==> src/rtl/job_nonce_link.sv <==
// Job/nonce link: streams a latched job word byte-by-byte into the miner's job shift
// register, and collects a nonce from the nonce shift register whenever the miner reports one.
module job_nonce_link #(
    parameter int JOB_BYTES   = 80,
    parameter int NONCE_BYTES = 8
) (
    input  logic                     clk,
    input  logic                     rst,
    input  logic [8*JOB_BYTES-1:0]   job_in,
    input  logic                     job_valid,
    output logic                     job_ready,
    output logic [7:0]               sr_data,
    output logic                     sr_shift,
    output logic                     job_loaded,
    input  logic                     found,
    output logic                     nonce_load,
    output logic                     nonce_en,
    input  logic [7:0]               nonce_byte,
    output logic [8*NONCE_BYTES-1:0] nonce_out,
    output logic                     nonce_valid,
    input  logic                     nonce_ack
);

    localparam int JW  = 8 * JOB_BYTES;
    localparam int NW  = 8 * NONCE_BYTES;
    localparam int BW  = $clog2(JOB_BYTES + 1);
    localparam int NBW = $clog2(NONCE_BYTES + 1);
    localparam logic [BW-1:0]  BLAST = BW'(JOB_BYTES - 1);
    localparam logic [NBW-1:0] NLAST = NBW'(NONCE_BYTES - 1);

    typedef enum logic [2:0] {
        IDLE,
        SEND,
        LOADN,
        READN,
        DRAIN,
        HOLD
    } state_t;

    state_t          state;
    state_t          next;
    logic            pend;
    logic [BW-1:0]   bcnt;
    logic [NBW-1:0]  ncnt;
    logic [JW-1:0]   jreg;
    logic [NW-1:0]   nacc;
    logic [NW-1:0]   nacc_shift;
    logic            en_d;
    logic            job_fire;

    assign job_fire   = (state == IDLE) && !pend && job_valid;
    assign nacc_shift = (nacc << 8) | NW'(nonce_byte);

    always_ff @(posedge clk or posedge rst) begin
        if (rst) begin
            state <= IDLE;
        end else begin
            state <= next;
        end
    end

    // A pending nonce always wins over a waiting job, so job_ready is held low while pend is set.
    always_comb begin
        next        = state;
        job_ready   = 1'b0;
        sr_shift    = 1'b0;
        sr_data     = 8'h00;
        nonce_load  = 1'b0;
        nonce_en    = 1'b0;
        nonce_valid = 1'b0;
        case (state)
            IDLE: begin
                job_ready = !pend;
                if (pend) begin
                    next = LOADN;
                end else if (job_valid) begin
                    next = SEND;
                end
            end
            SEND: begin
                sr_shift = 1'b1;
                sr_data  = jreg[JW-1 -: 8];
                if (bcnt == BLAST) begin
                    next = IDLE;
                end
            end
            LOADN: begin
                nonce_load = 1'b1;
                next       = READN;
            end
            READN: begin
                nonce_en = 1'b1;
                if (ncnt == NLAST) begin
                    next = DRAIN;
                end
            end
            DRAIN: begin
                next = HOLD;
            end
            HOLD: begin
                nonce_valid = 1'b1;
                if (nonce_ack) begin
                    next = IDLE;
                end
            end
            default: begin
                next = IDLE;
            end
        endcase
    end

    always_ff @(posedge clk or posedge rst) begin
        if (rst) begin
            pend       <= 1'b0;
            bcnt       <= '0;
            jreg       <= '0;
            job_loaded <= 1'b0;
        end else begin
            if (found) begin
                pend <= 1'b1;
            end else if (state == LOADN) begin
                pend <= 1'b0;
            end
            job_loaded <= (state == SEND) && (bcnt == BLAST);
            if (job_fire) begin
                jreg <= job_in;
                bcnt <= '0;
            end else if (state == SEND) begin
                jreg <= jreg << 8;
                bcnt <= bcnt + BW'(1);
            end
        end
    end

    // The shift register answers one cycle after each nonce_en, so capture runs one cycle
    // behind the enable and the final byte lands in DRAIN together with the output load.
    always_ff @(posedge clk or posedge rst) begin
        if (rst) begin
            ncnt      <= '0;
            en_d      <= 1'b0;
            nacc      <= '0;
            nonce_out <= '0;
        end else begin
            en_d <= nonce_en;
            if (state == LOADN) begin
                ncnt <= '0;
            end else if (state == READN) begin
                ncnt <= ncnt + NBW'(1);
            end
            if (en_d) begin
                nacc <= nacc_shift;
            end
            if (state == DRAIN) begin
                nonce_out <= nacc_shift;
            end
        end
    end

endmodule

==> config.mk <==
export PLATFORM = sky130hd
export DESIGN_NAME = job_nonce_link
export DESIGN_NICKNAME = d
export VERILOG_FILES = /design/src/rtl/job_nonce_link.sv
export SDC_FILE = /design/constraint.sdc
export NUM_CORES = 2
export LEC_CHECK = 0
export ABC_AREA = 1
export BUFFER_PORTS_ARGS = -buffer_cell sky130_fd_sc_hd__buf_2
export CAP_MARGIN = 20
export CORE_AREA = 2 2 282 284
export CTS_BUF_LIST = sky130_fd_sc_hd__clkbuf_4 sky130_fd_sc_hd__clkbuf_8 sky130_fd_sc_hd__clkbuf_16
export DETAILED_ROUTE_END_ITERATION = 8
export DIE_AREA = 0 0 284 286
export PLACE_DENSITY = 0.79
export SLEW_MARGIN = 25
export SYNTH_ARGS = -nofsm -noshare
export SYNTH_HDL_FRONTEND = slang
export SYNTH_SLANG_ARGS = --single-unit
==> constraint.sdc <==
create_clock -name clk -period 23 [get_ports clk]
set_input_delay 2.3 -clock clk [delete_from_list [all_inputs] [get_ports clk]]
set_output_delay 2.3 -clock clk [all_outputs]
set_load 0.01 [all_outputs]
# Word level (Yosys, flattened, before mapping)
# Index checks and enable logic that the tools add are counted.
[classes] eq_ne=11 n_addsub=2 n_reduce_logical=9 bitwise=1 n_mux=20
[op_table] op="$mux 640" count=2
[op_table] op="$or 64x8->64" count=1
[op_table] op="$pmux 3 s6" count=1
[op_table] op="$mux 3" count=5
[op_table] op="$mux 7" count=2
[op_table] op="$mux 4" count=2
[op_table] op="$mux 8" count=1
[op_table] op="$add 7x1->7 const B" count=1
[op_table] op="$eq 7x7->1 const B" count=1
[op_table] op="$mux 1" count=7
[op_table] op="$eq 3x2->1 const B" count=2
[op_table] op="$eq 3x3->1 const B" count=2
[op_table] op="$ne 2x2->1 const B" count=3
[op_table] op="$reduce_bool 2->1" count=3
[op_table] op="$add 4x1->4 const B" count=1
[op_table] op="$eq 4x3->1 const B" count=1
[op_table] op="$reduce_and 4->1" count=1
[op_table] op="$eq 3x1->1 const B" count=1
[op_table] op="$logic_and 1x1->1" count=3
[op_table] op="$logic_not 3->1" count=1
[op_table] op="$ne 3x3->1 const B" count=1
[op_table] op="$logic_not 1->1" count=1
[word_totals] wordCells=52 in_bits=653 reg_bits=777 output_inout_bits=78

# Logic depth before layout (Yosys ltp)
[depth] depth_word=4 mapped_depth=12 mapped_depth_nobuf=8

# Least setup slack after synthesis
# OpenSTA, ideal clock, no wires.
[synth_timing] path_type="reg-to-output" start="register state[2]" end="output port sr_data[0]" path_stages_with_launch=5 setup_slack_ns=19.543 required_time_ns=20.700 path_buffers=2 arrival_time_ns=1.157 cell_sequence="dfrtp_1 buf_6 nand3b_1 clkbuf_1 nor2_1"
[synth_via] elab_chain_cells=2
[synth_lines] element="from (decl)" line="40" text="state_t state;"
[synth_lines] element="from (signal assigned)" line="58" text="state <= next;"
[synth_lines] element="$eq 3x1->1" line="71" text="case (state)"
[synth_lines] element="$mux 8" line="71"
[synth_lines] element="to (decl)" line="12" text="output logic [7:0] sr_data,"
# No other way between the ends.

# Final worst setup path
[layout_timing] start="input port job_valid" end="register jreg[490]"
[layout_via] elab_chain_cells=2 elab_cells_between_ends=3 classes_between="mux: 1; reduce/logical: 2"
[layout_lines] element="from (decl)" line="10" text="input logic job_valid,"
[layout_lines] element="$logic_and 1x1->1 *" line="51" text="assign job_fire = (state == IDLE) && !pend && job_valid;"
[layout_lines] element="$mux 640 or $reduce_bool 2->1 (tied branches)"
[layout_lines] element="to (signal assigned)" line="126" text="jreg <= job_in;"
[layout_lines] element="to (signal assigned)" line="129" text="jreg <= jreg << 8;"
[layout_lines] element="to (decl)" line="45" text="logic [JW-1:0] jreg;"
# Mark *: on every way between the ends. The rest lies on a longest branch, timed or not.
# A chain may end at the register's enable or synchronous reset.

==> results.txt <==
Critical Path RT - 23.54 ns
Setup Slack @ Placement - 16.15 ns
FMAX - 160.8 MHz
Setup violations, final - 0
Row count - 103
Crit. End Element - flop
TritonCTS Sinks - 777
IO Pins - 731
Max-slew headroom - 0.2412
Pwr Total - 5441 uW
Largest net degree at the start of global routing - 224
Critical path type - in -> reg
Nets - 5229
Yosys warnings - 0
Resize count post-CTS - 0
GR Overflow Total - 0
Layout Skew - 0.03543 ns
Die area - 81220 sq um
DRT Pass-1 Iters - 6
Cell count after synthesis - 4032
Final Hold Viols - 0
Detailed Route Iter0 Violations - 3250
Worst hold slack - 0.4797 ns
Static Leak - 0.01970 uW
Pint - 3451 uW
Register-to-register setup slack - 17.80 ns
Fraction of registers with async set/reset - 1.000
Starting density of the core - 0.4312
CTS tree - yes
Placeable Area - 78360 sq um
Fin crit share - 0.2704
Clock root buffer - clkbuf_16
Worst Path Arrival - 6.76 ns
DP Wirelength - 67.73 mm
Post-CTS Hold Buffers - 0
Mapped Avg Cell Area - 8.380 sq um
Power share of the clock group - 0.260
Reg2Reg Depth - 11
Fillers - 7212
Num CTS Buffers - 85
Post-route ant nets - 0
Initial antenna violation count - 49
Die Wd - 284 um
Final Util - 0.5205
R2R Path Start - state[2]$_DFFE_PP0P_
Pwr dens - 133.4 nW/um^2
DR vias - 30.67k
Net Sw Power - 1990 uW
Crit start category - input port
Routability cong. - 0.9018
Fin. max-slew vios - 0
Unrepaired setup endpoints after global routing - no
Critical path origin - job_valid
Post-Synthesis Cell Area - 33790 sq um
Clock Tree Buf Depth - 3
DRT Wirelength - 102.8 mm
Tmin final - 6.219 ns
Net Count, Synth - 4687
Via-to-Cell Ratio - 5.356
DR WL/cell - 17.95 um
Worst-Margin Slew - 1.138 ns
H-tree levels - 3
Min setup slack post-route - 16.78 ns
First-pass GRT wire length - 159.8 mm
DRC viols - 0
Overall routing resource usage - 0.2434
Logic pwr share - 0.295
Top FF cell, synth - dfrtp_1
CP Max Fanout - 157
Area delta synth->final - 20.72%
Setup Fix Bufs, Post-CTS - 0
Synth Register Bits - 777
DIE HEIGHT - 286 um
Max Cap Viol - 0
Register share of total power - 0.445
Critical Path End - jreg[490]$_DFFE_PP0P_
Worst IR drop on VDD - 0.1666 mV
Register area share after synthesis - 0.5755
Post-synth EDFFs - 0
I/O Buffers - 730
Clock transition at path regs - 0.06 ns
Setup_tns - 0 ns
Worst hold path class - reg -> reg
RR Endpoint - jreg[490]$_DFFE_PP0P_
Status - completed
Synth unique cells - 28
Layout cells sized above 1 - 0.2014
Switching Share - 0.3658
Worst-Skew Late Latency - 0.64 ns
Vias in the first global route - 29.48k
[cells in the mapped netlist (5+ instances only)]
master	count	area share
buf_1	24	0.0027
o21ai_1	361	0.053
buf_6	5	0.0017
nand3_1	10	0.0015
buf_2	117	0.017
clkbuf_1	155	0.017
buf_4	8	0.0018
o21ai_0	406	0.060
mux2_2	8	0.0027
nor2_1	648	0.072
a21oi_1	629	0.093
dfrtp_1	777	0.58
nand2_1	781	0.087
inv_1	83	0.0092
[cell usage in the layout (no fill, tap or decap), drive strengths merged]
master,n
a21o,1
a21oi,629
buf,764
bufinv,7
clkbuf,114
clkinv,15
clkinvlp,7
dfrtp,777
diode,39
ha,2
inv,93
mux2,8
nand2,783
nand3,10
nand3b,1
nor2,652
nor3,2
o21ai,767
o22ai,1
o31ai,1
xnor2,2
xor2,2
[logic make-up (layout without fill, tap and decap cells)]
family	after synthesis	after routing	synth area share
xor gates and xnor gates	4	4	0.001037
adders and majority gates	2	2	0.0007405
other	0	39	0
and+or+nand+nor	1448	1448	0.1625
muxes	8	8	0.002666
buffers and inverters	394	1000	0.05018
DFF	777	777	0.5755
AOI/OAI and AO/OA	1399	1399	0.2074
[cell type report]
type,instances,area [sq um],area share
sequential,777,19440,0.4768
multi-input combinational,2861,12650,0.3103
timing repair buffer,764,4010,0.09832
clock buffer,114,2439,0.05979
tap,1050,1314,0.03221
clock inverter,37,479.2,0.01175
inverter,85,346.6,0.008498
antenna,39,97.59,0.002393
[worst min-delay path by stage]
| stage | startpoint | endpoint | slack [ns] | cells after the start |
|---|---|---|---|---|
| 2_1_floorplan | jreg[10]$_DFFE_PP0P_ | jreg[10]$_DFFE_PP0P_ | 0.45 | 2 |
| 3_3_place_gp | nacc[40]$_DFFE_PP0P_ | nacc[48]$_DFFE_PP0P_ | 0.46 | 2 |
| 3_5_place_dp | nacc[20]$_DFFE_PP0P_ | nacc[28]$_DFFE_PP0P_ | 0.47 | 2 |
| 4_1_cts | nacc[20]$_DFFE_PP0P_ | nacc[28]$_DFFE_PP0P_ | 0.48 | 2 |
| 5_1_grt | jreg[133]$_DFFE_PP0P_ | jreg[133]$_DFFE_PP0P_ | 0.50 | 2 |
| 6_report | nonce_out[38]$_DFFE_PP0P_ | nonce_out[38]$_DFFE_PP0P_ | 0.48 | 2 |
[metal layers]
layer | routed length [um] | vias to the layer above | track usage
li1 | - | 14450 | -
met1 | 41770 | 14660 | 0.3208
met2 | 48800 | 1275 | 0.3867
met3 | 7175 | 266 | 0.04394
met4 | 4912 | 24 | 0.1255
met5 | 155 | - | 0
[registers in the layout, indices dropped and copies added, names as in the netlist]
signal      flops
nacc           56
jreg          640
nonce_out      64
state           3
ncnt            4
job_loaded      1
bcnt            7
pend            1
en_d            1
[power groups by stage]
| stage | clock network, uW | registers, uW | logic (uW) |
|---|---|---|---|
| 5_1_grt | 1490 | 2490 | 1840 |
| 2_1_floorplan | 0 | 2340 | 1190 |
| 6_report | 1410 | 2420 | 1610 |
| 3_5_place_dp | 0 | 2420 | 1600 |
| 4_1_cts | 1440 | 2410 | 1610 |
| 3_3_place_gp | 0 | 2410 | 1530 |
[per-stage QoR]
stage | cell area [sq um] | cells
5_1_grt | 40780 | 5723
6_report | 40790 | 5727
2_1_floorplan | 33790 | 4032
4_1_cts | 40650 | 5687
3_3_place_gp | 37720 | 5536
3_5_place_dp | 37730 | 5536
[critical path, cell delays in order]
cell and delay [ns]:
buf_2 0.10, inv_1 0.11, nor2_4 0.09, inv_16 0.35, nand2_4 0.21, inv_8 0.64, buf_4 0.87, buf_4 0.82
buf_6 0.67, nand2_1 0.13, o21ai_1 0.13
Power figures use the tool's default switching activity.
